File: config.mk
export PLATFORM = sky130hd
export DESIGN_NAME = gamma_cycle_sequencer
export DESIGN_NICKNAME = d
export VERILOG_FILES = /design/src/rtl/gamma_cycle_sequencer.sv
export SDC_FILE = /design/constraint.sdc
export NUM_CORES = 1
export LEC_CHECK = 0
export BUFFER_PORTS_ARGS = -buffer_cell sky130_fd_sc_hd__clkbuf_2
export CORE_ASPECT_RATIO = 0.6
export CORE_MARGIN = 2
export CORE_UTILIZATION = 25
export CTS_CLUSTER_DIAMETER = 150
export DETAILED_ROUTE_END_ITERATION = 6
export PLACE_DENSITY = 0.44
export SETUP_SLACK_MARGIN = 0.05
export SYNTH_ARGS = -nofsm -noshare
export SYNTH_HDL_FRONTEND = slang
export SYNTH_SLANG_ARGS = --single-unit
File: constraint.sdc
create_clock -name aclk -period 3.1 [get_ports aclk]
set_clock_uncertainty 0.2 [all_clocks]
set_input_delay 0.155 -clock aclk [delete_from_list [all_inputs] [get_ports aclk]]
set_output_delay 0.155 -clock aclk [all_outputs]
set_load 0.005 [all_outputs]
File: src/rtl/gamma_cycle_sequencer.sv
// gamma_cycle_sequencer: steps the race-logic primitive array through SET, EVAL and CAPTURE phases for a counted or continuous run
module gamma_cycle_sequencer #(
    parameter int GAMMA_CYCLE_WIDTH = 16,
    parameter int PULSE_WIDTH       = 8,
    parameter int SET_WIDTH         = 1,
    parameter int CNT_W             = 16,
    localparam int TW               = $clog2(GAMMA_CYCLE_WIDTH)
) (
    input  logic             aclk,
    input  logic             grst,
    input  logic             start,
    input  logic             stop,
    input  logic [CNT_W-1:0] cfg_cycles,
    output logic             set,
    output logic             eval,
    output logic             capture,
    output logic [TW-1:0]    gamma_tick,
    output logic [CNT_W-1:0] cycle_count,
    output logic             busy,
    output logic             done
);
    if (GAMMA_CYCLE_WIDTH < SET_WIDTH + PULSE_WIDTH + 2) begin : g_bad_cfg
        $error("GAMMA_CYCLE_WIDTH too small for SET_WIDTH + PULSE_WIDTH + 2");
    end

    typedef enum logic [2:0] {S_IDLE, S_SET, S_EVAL, S_CAPTURE, S_DONE} state_t;

    state_t           state, state_n;
    logic [TW-1:0]    tick_n;
    logic [CNT_W-1:0] cnt_n, cnt_inc, cfg, cfg_n;
    logic             stop_pend, stop_n;

    assign cnt_inc = &cycle_count ? cycle_count : cycle_count + CNT_W'(1);

    always_comb begin
        state_n = state;
        tick_n  = gamma_tick;
        cnt_n   = cycle_count;
        cfg_n   = cfg;
        stop_n  = stop_pend;
        case (state)
            S_IDLE: if (start && !stop) begin
                state_n = S_SET;
                cfg_n   = cfg_cycles;
                cnt_n   = '0;
                stop_n  = 1'b0;
            end
            S_SET: begin
                tick_n  = gamma_tick + TW'(1);
                stop_n  = stop_pend | stop;
                state_n = gamma_tick == TW'(SET_WIDTH - 1) ? S_EVAL : S_SET;
            end
            S_EVAL: begin
                tick_n  = gamma_tick + TW'(1);
                stop_n  = stop_pend | stop;
                state_n = gamma_tick == TW'(GAMMA_CYCLE_WIDTH - 2) ? S_CAPTURE : S_EVAL;
            end
            S_CAPTURE: begin
                tick_n  = '0;
                cnt_n   = cnt_inc;
                stop_n  = stop_pend | stop;
                // a stop seen during this very capture still ends the run here
                state_n = (stop_pend || stop || (cfg != '0 && cnt_inc == cfg)) ? S_DONE : S_SET;
            end
            S_DONE:  state_n = S_IDLE;
            default: state_n = S_IDLE;
        endcase
    end

    // phase outputs are registered from the next state so they never glitch
    always_ff @(posedge aclk or posedge grst) begin
        if (grst) begin
            state       <= S_IDLE;
            gamma_tick  <= '0;
            cycle_count <= '0;
            cfg         <= '0;
            stop_pend   <= 1'b0;
            set         <= 1'b0;
            eval        <= 1'b0;
            capture     <= 1'b0;
            busy        <= 1'b0;
            done        <= 1'b0;
        end else begin
            state       <= state_n;
            gamma_tick  <= tick_n;
            cycle_count <= cnt_n;
            cfg         <= cfg_n;
            stop_pend   <= stop_n;
            set         <= state_n == S_SET;
            eval        <= state_n == S_EVAL;
            capture     <= state_n == S_CAPTURE;
            busy        <= state_n != S_IDLE;
            done        <= state_n == S_DONE;
        end
    end
endmodule

; ---- After elaboration in Yosys (flattened, before gate mapping)
; Cells that the tools add are included.
[word_totals]
in_bits = 20
n_memories = 0
latch_bits = 0
wordCells = 52
output_inout_bits = 25
rom_bits = 0
mem_bits_rw = 0
reg_bits = 45
[op_classes]
n_div = 0
n_reduce_logical = 18
magnitude_cmp = 0
addsub = 2
n_shift = 0
mux = 11
n_bitwise = 1
mul = 0
n_eq_ne = 10
[ops]
columns = cell, n
row1 = $mux 16, 2
row2 = $pmux 16 s2, 1
row3 = $add 16x1->16 const B, 1
row4 = $eq 16x16->1, 1
row5 = $reduce_and 16->1, 1
row6 = $reduce_bool 16->1, 1
row7 = $eq 3x2->1 const B, 4
row8 = $pmux 3 s4, 1
row9 = $pmux 4 s2, 1
row10 = $eq 3x1->1 const B, 2
row11 = $mux 3, 2
row12 = $reduce_and 2->1, 3
row13 = $reduce_bool 2->1, 3
row14 = $add 4x1->4 const B, 1
row15 = $eq 4x4->1 const B, 1
row16 = $logic_not 4->1, 1
row17 = $eq 3x3->1 const B, 1
row18 = $logic_not 3->1, 1
row19 = $reduce_bool 3->1, 1
row20 = $reduce_or 3->1, 1
row21 = $logic_and 1x1->1, 2
row22 = $logic_or 1x1->1, 2
row23 = $mux 1, 2
row24 = $mux 2, 1
row25 = 5 further kinds, 5

; ---- Depth between registers and ports, before layout
; Gate-level depths: netlist of the first run.
[logic_depth]
depth_word = 8
depth_mapped = 9
ltp_nobuf = 8

; ---- Worst setup path before layout of the first run
; OpenSTA, ideal clock, no wires.
[synth_path]
path_type = register to register
from = register cycle_count[0]
to = register set
period_less_slack_ps = 2781
path_buffers = 1
setup_slack_ps = 319
t_required_ps = 2765
setup_time_ps = 135
t_arrival_ps = 2447
stages_incl_launch_ff = 10
cell_sequence = dfrtp_1 -> ha_1 -> nand3_1 -> or4_1 -> buf_2 -> a211oi_2 -> o32a_2 -> nand4_2 -> o41ai_2 -> a21oi_1
[synth_via]
elab_chain_len = 8
word_cells_on_any_way = 9
classes_between = add/sub: 1 / eq/ne: 2 / mux: 3 / reduce/logical: 3
[synth_rtl]
columns = element, line
row1 = "start, declared", 18  ; output logic [CNT_W-1:0] cycle_count,
row2 = "start signal, assigned", 86  ; cycle_count <= cnt_n;
row3 = $add 16x1->16 / $reduce_and 16->1 (equally long branches), 33  ; assign cnt_inc = &cycle_count ? cycle_count : cycle_count + CNT_W'(1);
row4 = $mux 16 *, 33
row5 = $eq 16x16->1 *, 63  ; state_n = (stop_pend || stop || (cfg != '0 && cnt_inc == cfg)) ? S_DONE : S_SET;
row6 = $logic_and 1x1->1 *, 63
row7 = $logic_or 1x1->1 *, 63
row8 = $mux 3 *, 63
row9 = $pmux 3 s4 *, 41  ; case (state)
row10 = $eq 3x1->1 *, 89  ; set <= state_n == S_SET;
row11 = "end signal, assigned", 78  ; set <= 1'b0;
row12 = "end signal, assigned", 89
row13 = "end, declared", 14  ; output logic set,
; Mark *: on every way between the ends. The rest lies on a longest branch, timed or not.
; A chain may end at the register's enable or synchronous reset.

; ---- Final worst setup path of the first run
[layout_path]
from = register cycle_count[9]
to = register set
; Same word-level chain as after synthesis.

==> results_dict.tcl, run 1 <==
set metrics [dict create \
    synth_edf_count 0 \
    clk_pin_slew_ns 0.06 \
    grt_pass1_vias 2434 \
    drt_iter0_drc 183 \
    area_growth_pct 28.8 \
    placedCellCount 481 \
    cts.sinks 45 \
    root_buffer "clkbuf_16" \
    period_minus_slack_ns 2.84 \
    row_count 29 \
    ys_seq_area_frac 0.404 \
    postSynthAreaPerCell_sq_um 9.39 \
    tns_ns 0 \
    gr-total-overflow 0 \
    vias 2633 \
    p_per_area_mw_per_mm2 710 \
    stdcell_count 506 \
    cellLeakagePower_nw 1.52 \
    synth_most_common_cell "dfrtp_1" \
    layout.nets 391 \
    fp.dieH_um 85.8 \
    critical_path.max_fanout 14 \
    min_path_cells 3 \
    hold_path.startpoint "start" \
    hold_viol 0 \
    drt-pass1-iter-count 5 \
    cts_setup_buffers 0 \
    finalSetupViolations 0 \
    yosys.area.top_type "dfrtp_1" \
    io_buffer_count 44 \
    yosys-top-cells-area "dfrtp_1 40%, mux2_2 6.1%, nor2_1 4.0%" \
    cts_made_buffers 5 \
    worst_hold_slack_ns 0.0497 \
    async_reset_ff_frac 1.00 \
    gp_congestion 0.954 \
    whs_endpoint "busy" \
    fillCellCount 1119 \
    die_x_um 140 \
    ir_drop_mv 0.284 \
    crit_type "reg -> reg" \
    pin_count 45 \
    required_ns 3.07 \
    post_drt_wl_per_cell_um 17.9 \
    status "completed" \
    ys_seq_elements 45 \
    netlist_area_sq_mm 0.00279 \
    crit_path_end_kind "flop" \
    rrSetupSlack_ns 0.26 \
    initial_utilization 0.260 \
    critPathLaunchType "flop" \
    maxCapViolations 0 \
    dieArea_sq_mm 0.0120 \
    period_share 0.917 \
    antenna_cells 0 \
    synth_cells 297 \
    clk_path_buf_depth 2 \
    grt_usage 0.158 \
    worst_pin_slew_ns 0.997 \
    clk_latency_ns 0.29 \
    maxSlewHeadroom 0.334 \
    yosysWarningCount 0 \
    synthesis.nets 321 \
    min_path_type "in -> reg" \
    synth_top_area_share 0.404 \
    crit_arrival_ns 2.81 \
    rsz0062_at_grt "no" \
    synth_ff_type "dfrtp_1" \
    drc_errors 0 \
    core_area_sq_mm 0.0107 \
    yosys-top-cells-count "45 x dfrtp_1, 30 x nor2_1, 20 x o21ai_0, 15 x mux2_2, 15 x nand2_1" \
    drive_gt1_frac 0.283 \
    fmax_mhz 352 \
    ant_nets 0 \
    antenna_found_initial 0 \
    slew_violations 0 \
    hpwlAfterDp_um 7000 \
    grt_pass1_wl_um 14500 \
    synth_cell_type_count 58 \
    r2r-start "cycle_count[9]" \
    finalWirelength_um 9060 \
    worstRegToRegCells 7 \
    final_util 0.335 \
    avgViaCountPerCell 5.20 \
    r2r_end "set" \
    grt_max_degree 46 \
    cts_tree "built" \
    cts_htree_levels 2 \
]
==> worst max path at each step <==
stage	from	end	cells past startpoint	slack, ns
6_report	cycle_count[9]	set	7	0.26
3_5_place_dp	cycle_count[7]	set	7	0.14
3_3_place_gp	cycle_count[7]	set	7	0.22
5_1_grt	cycle_count[5]	set	7	0.07
4_1_cts	cycle_count[7]	set	7	0.14
2_1_floorplan	cycle_count[0]	set	9	0.32
==> placed cells by master, fill, tap and decap left out, types with 8 or more instances in the layout <==
cell           instances
mux2_2                15
xnor2_1                9
nor2_1                29
o21ai_0               20
xor2_1                12
nor3_1                11
nor4_1                 9
clkbuf_2              44
dfrtp_1               44
buf_4                 20
inv_1                  8
a21oi_1               12
nand3_1                9
dlygate4sd3_1         18
nand2_1               15
==> cell families after synthesis <==
| group | share of synthesized area |
|---|---|
| AO/OA/AOI/OAI | 0.166 |
| XOR/XNOR | 0.0660 |
| adder cells (fa/ha/maj) | 0.0180 |
| buffers and inverters | 0.0471 |
| flip-flops | 0.404 |
| multiplexers | 0.0642 |
| AND/OR/NAND/NOR | 0.235 |
==> worst max-delay path, cell delays in order (launching register included) <==
cell      delay (ns)
dfrtp_1         0.52
nand4_4         0.27
or4_1           0.64
a211oi_2        0.21
o32a_2          0.18
nand4_2         0.10
o41ai_4         0.46
a21oi_1         0.13
==> flip-flops by register name (all words and copies together) (netlist names) <==
signal,flops
cfg,16
cycle_count,16
gamma_tick,4
state,3
busy,1
capture,1
done,1
eval,1
set,1
stop_pend,1
==> timing repair <==
item,in CTS,in global routing
gates resized for setup,0,5
setup endpoints to repair,0,4
hold buffers,18,0
hold endpoints to repair,63,0
==> final cells by class <==
class | count | area [sq um] | area share
Inverter | 9 | 33.8 | 0.00941
Multi-Input combinational cell | 224 | 1570 | 0.436
Tap cell | 139 | 174 | 0.0484
Clock inverter | 2 | 13.8 | 0.00383
Clock buffer | 5 | 125 | 0.0348
Sequential cell | 45 | 1130 | 0.314
Timing Repair Buffer | 82 | 551 | 0.153
==> power breakdown <==
part | switching (mW) | leakage (nW) | total, mW | internal, mW
clock | 0.236 | 0.0701 | 0.532 | 0.296
combinational | 0.475 | 0.870 | 0.939 | 0.464
sequential | 0.300 | 0.577 | 1.08 | 0.778
total | 1.01 | 1.52 | 2.55 | 1.54
==> per-layer routing <==
metal	wire length, um	track usage	vias up
li1	-	-	1239
met1	4810	0.251	1263
met2	3290	0.194	120
met3	854	0.0586	11
met4	102	0.0376	0
met5	0	0	-
==> per-stage QoR <==
step                      setup WS [ns]  power (mW)  area, sq um
after floorplan                   0.319        1.60         2790
after global placement            0.216        1.97         3240
after detailed placement          0.137        1.98         3240
after CTS                         0.138        2.55         3560
after global routing             0.0732        2.73         3590
final                             0.259        2.55         3590
Note: power is estimated with default switching activity, not from simulation.
==> run 2, diff against run 1 <==
- BUFFER_PORTS_ARGS: -buffer_cell sky130_fd_sc_hd__clkbuf_2 -> not set
- DONT_BUFFER_PORTS: not set -> 1
- PLACE_DENSITY: 0.44 -> 0.4
==> results_dict.tcl, run 2 (synthesis gave the netlist of run 1 again) <==
set metrics [dict create \
    cts_made_buffers 5 \
    drt-pass1-iter-count 6 \
    finalWirelength_um 9100 \
    worstRegToRegCells 8 \
    r2r-start "cycle_count[4]" \
    min_path_cells 2 \
    io_buffer_count 0 \
    regArea_sq_mm 0.00113 \
    ir_drop_mv 0.359 \
    hold_path.startpoint "start" \
    required_ns 3.12 \
    final_cell_mix "43 x dfrtp_1, 29 x nor2_1, 28 x buf_4" \
    crit_type "reg -> reg" \
    rsz0062_at_grt "no" \
    crit_path_end_kind "flop" \
    fp.dieH_um 85.8 \
    clk_latency_ns 0.29 \
    root_buffer "clkbuf_16" \
    finalSetupViolations 0 \
    drive_gt1_frac 0.208 \
    avgViaCountPerCell 5.44 \
    area_growth_pct 23.0 \
    cp_top_family "simple AND/OR/NAND/NOR gates" \
    worst_pin_slew_ns 0.979 \
    layout.nets 355 \
    fmax_mhz 352 \
    multiInputGateArea_sq_mm 0.00156 \
    clk_pin_slew_ns 0.07 \
    cellLeakagePower_nw 1.36 \
    fillCellCount 1099 \
    rrSetupSlack_ns 0.26 \
    maxSlewHeadroom 0.346 \
    cts_setup_buffers 0 \
    grt_pass1_wl_um 14400 \
    layout_commonest_cell "dfrtp_1" \
    path_cells "buf_4, nand2_1, or4b_2, nor3_1, o32a_2, nand4_2, o41ai_4, and2_1" \
    tns_ns 0 \
    critical_path_buf_inv_count 1 \
    grt_usage 0.157 \
    row_count 29 \
    gr-total-overflow 0 \
    cts_htree_levels 2 \
    drt_iter0_drc 167 \
    p_per_area_mw_per_mm2 723 \
    vias 2561 \
    antenna_found_initial 0 \
    final_util 0.320 \
    crit_arrival_ns 2.87 \
    gp_congestion 0.919 \
    worst_hold_slack_ns 0.0202 \
    slew_violations 0 \
    grt_max_degree 46 \
    antenna_cells 0 \
    hpwlAfterDp_um 7050 \
    cts.sinks 45 \
    hold_viol 0 \
    min_path_type "in -> reg" \
    period_share 0.918 \
    cts_tree "built" \
    initial_utilization 0.260 \
    cpPeakStageDelay_ns 0.66 \
    cp_slowest_cell "or4b_2" \
    critical_path.max_fanout 6 \
    whs_endpoint "busy" \
    pin_count 45 \
    clk_path_buf_depth 2 \
    critPathLaunchType "flop" \
    maxCapViolations 0 \
    post_drt_wl_per_cell_um 19.3 \
    grt_pass1_vias 2414 \
    status "completed" \
    period_minus_slack_ns 2.84 \
    die_x_um 140 \
    dieArea_sq_mm 0.0120 \
    r2r_end "done" \
    top_regs "cfg (16), cycle_count (16), gamma_tick (4)" \
    ant_nets 0 \
    core_area_sq_mm 0.0107 \
    drc_errors 0 \
]
## run 2: cell count changes in the layout (fill, tap and decap cells not counted), sizes merged
cell      delta
buf          +8
clkbuf      -42
clkinv       -1
clkinvlp     +1
inv          -1
## run 2: stage by stage
stage                     cell area, sq um  power [mW]  worst slack, ns  cells
after floorplan                       2790        1.60            0.319    297
after global placement                3080        1.93           0.0979    445
after detailed placement              3080        1.92            0.131    445
after global routing                  3430        2.67           0.0594    471
final                                 3430        2.48            0.255    471
after CTS                             3400        2.48            0.123    471
## run 2: power by group
part / switching [mW] / total [mW] / leakage [nW] / internal [mW]
clock: 0.231 / 0.531 / 0.0641 / 0.300
sequential: 0.289 / 1.07 / 0.576 / 0.779
combinational: 0.455 / 0.882 / 0.716 / 0.427
total: 0.975 / 2.48 / 1.36 / 1.51
## run 2: routing by layer
metal | part of all wire | track usage | vias up
li1 | - | - | 1173
met1 | 0.53 | 0.252 | 1259
met3 | 0.097 | 0.0519 | 8
met2 | 0.37 | 0.198 | 121
met4 | 0.0088 | 0.0294 | 0
met5 | 0 | 0 | -
## run 2: worst max path at each step
stage | start | endpoint | slack [ns] | depth (start not counted)
floorplan | cycle_count[0] | set | 0.32 | 9
global placement | cycle_count[5] | set | 0.1 | 7
detailed placement | cycle_count[5] | set | 0.13 | 7
CTS | cycle_count[7] | done | 0.12 | 7
global route | cycle_count[6] | done | 0.06 | 7
finish | cycle_count[4] | done | 0.26 | 8
## run 2: area by class of cell
| cell class | count | area share |
|---|---|---|
| multi-input combinational | 224 | 0.456 |
| sequential | 45 | 0.329 |
| timing repair buffer | 46 | 0.114 |
| tap | 139 | 0.0507 |
| clock buffer | 7 | 0.0387 |
| inverter | 9 | 0.00985 |
| clock inverter | 1 | 0.00219 |
## run 2: repair_timing
action / CTS / global route
hold buffers: 18 / 0
setup endpoints to repair: 0 / 4
endpoints found under the hold margin: 69 / 0
resized for setup: 0 / 6
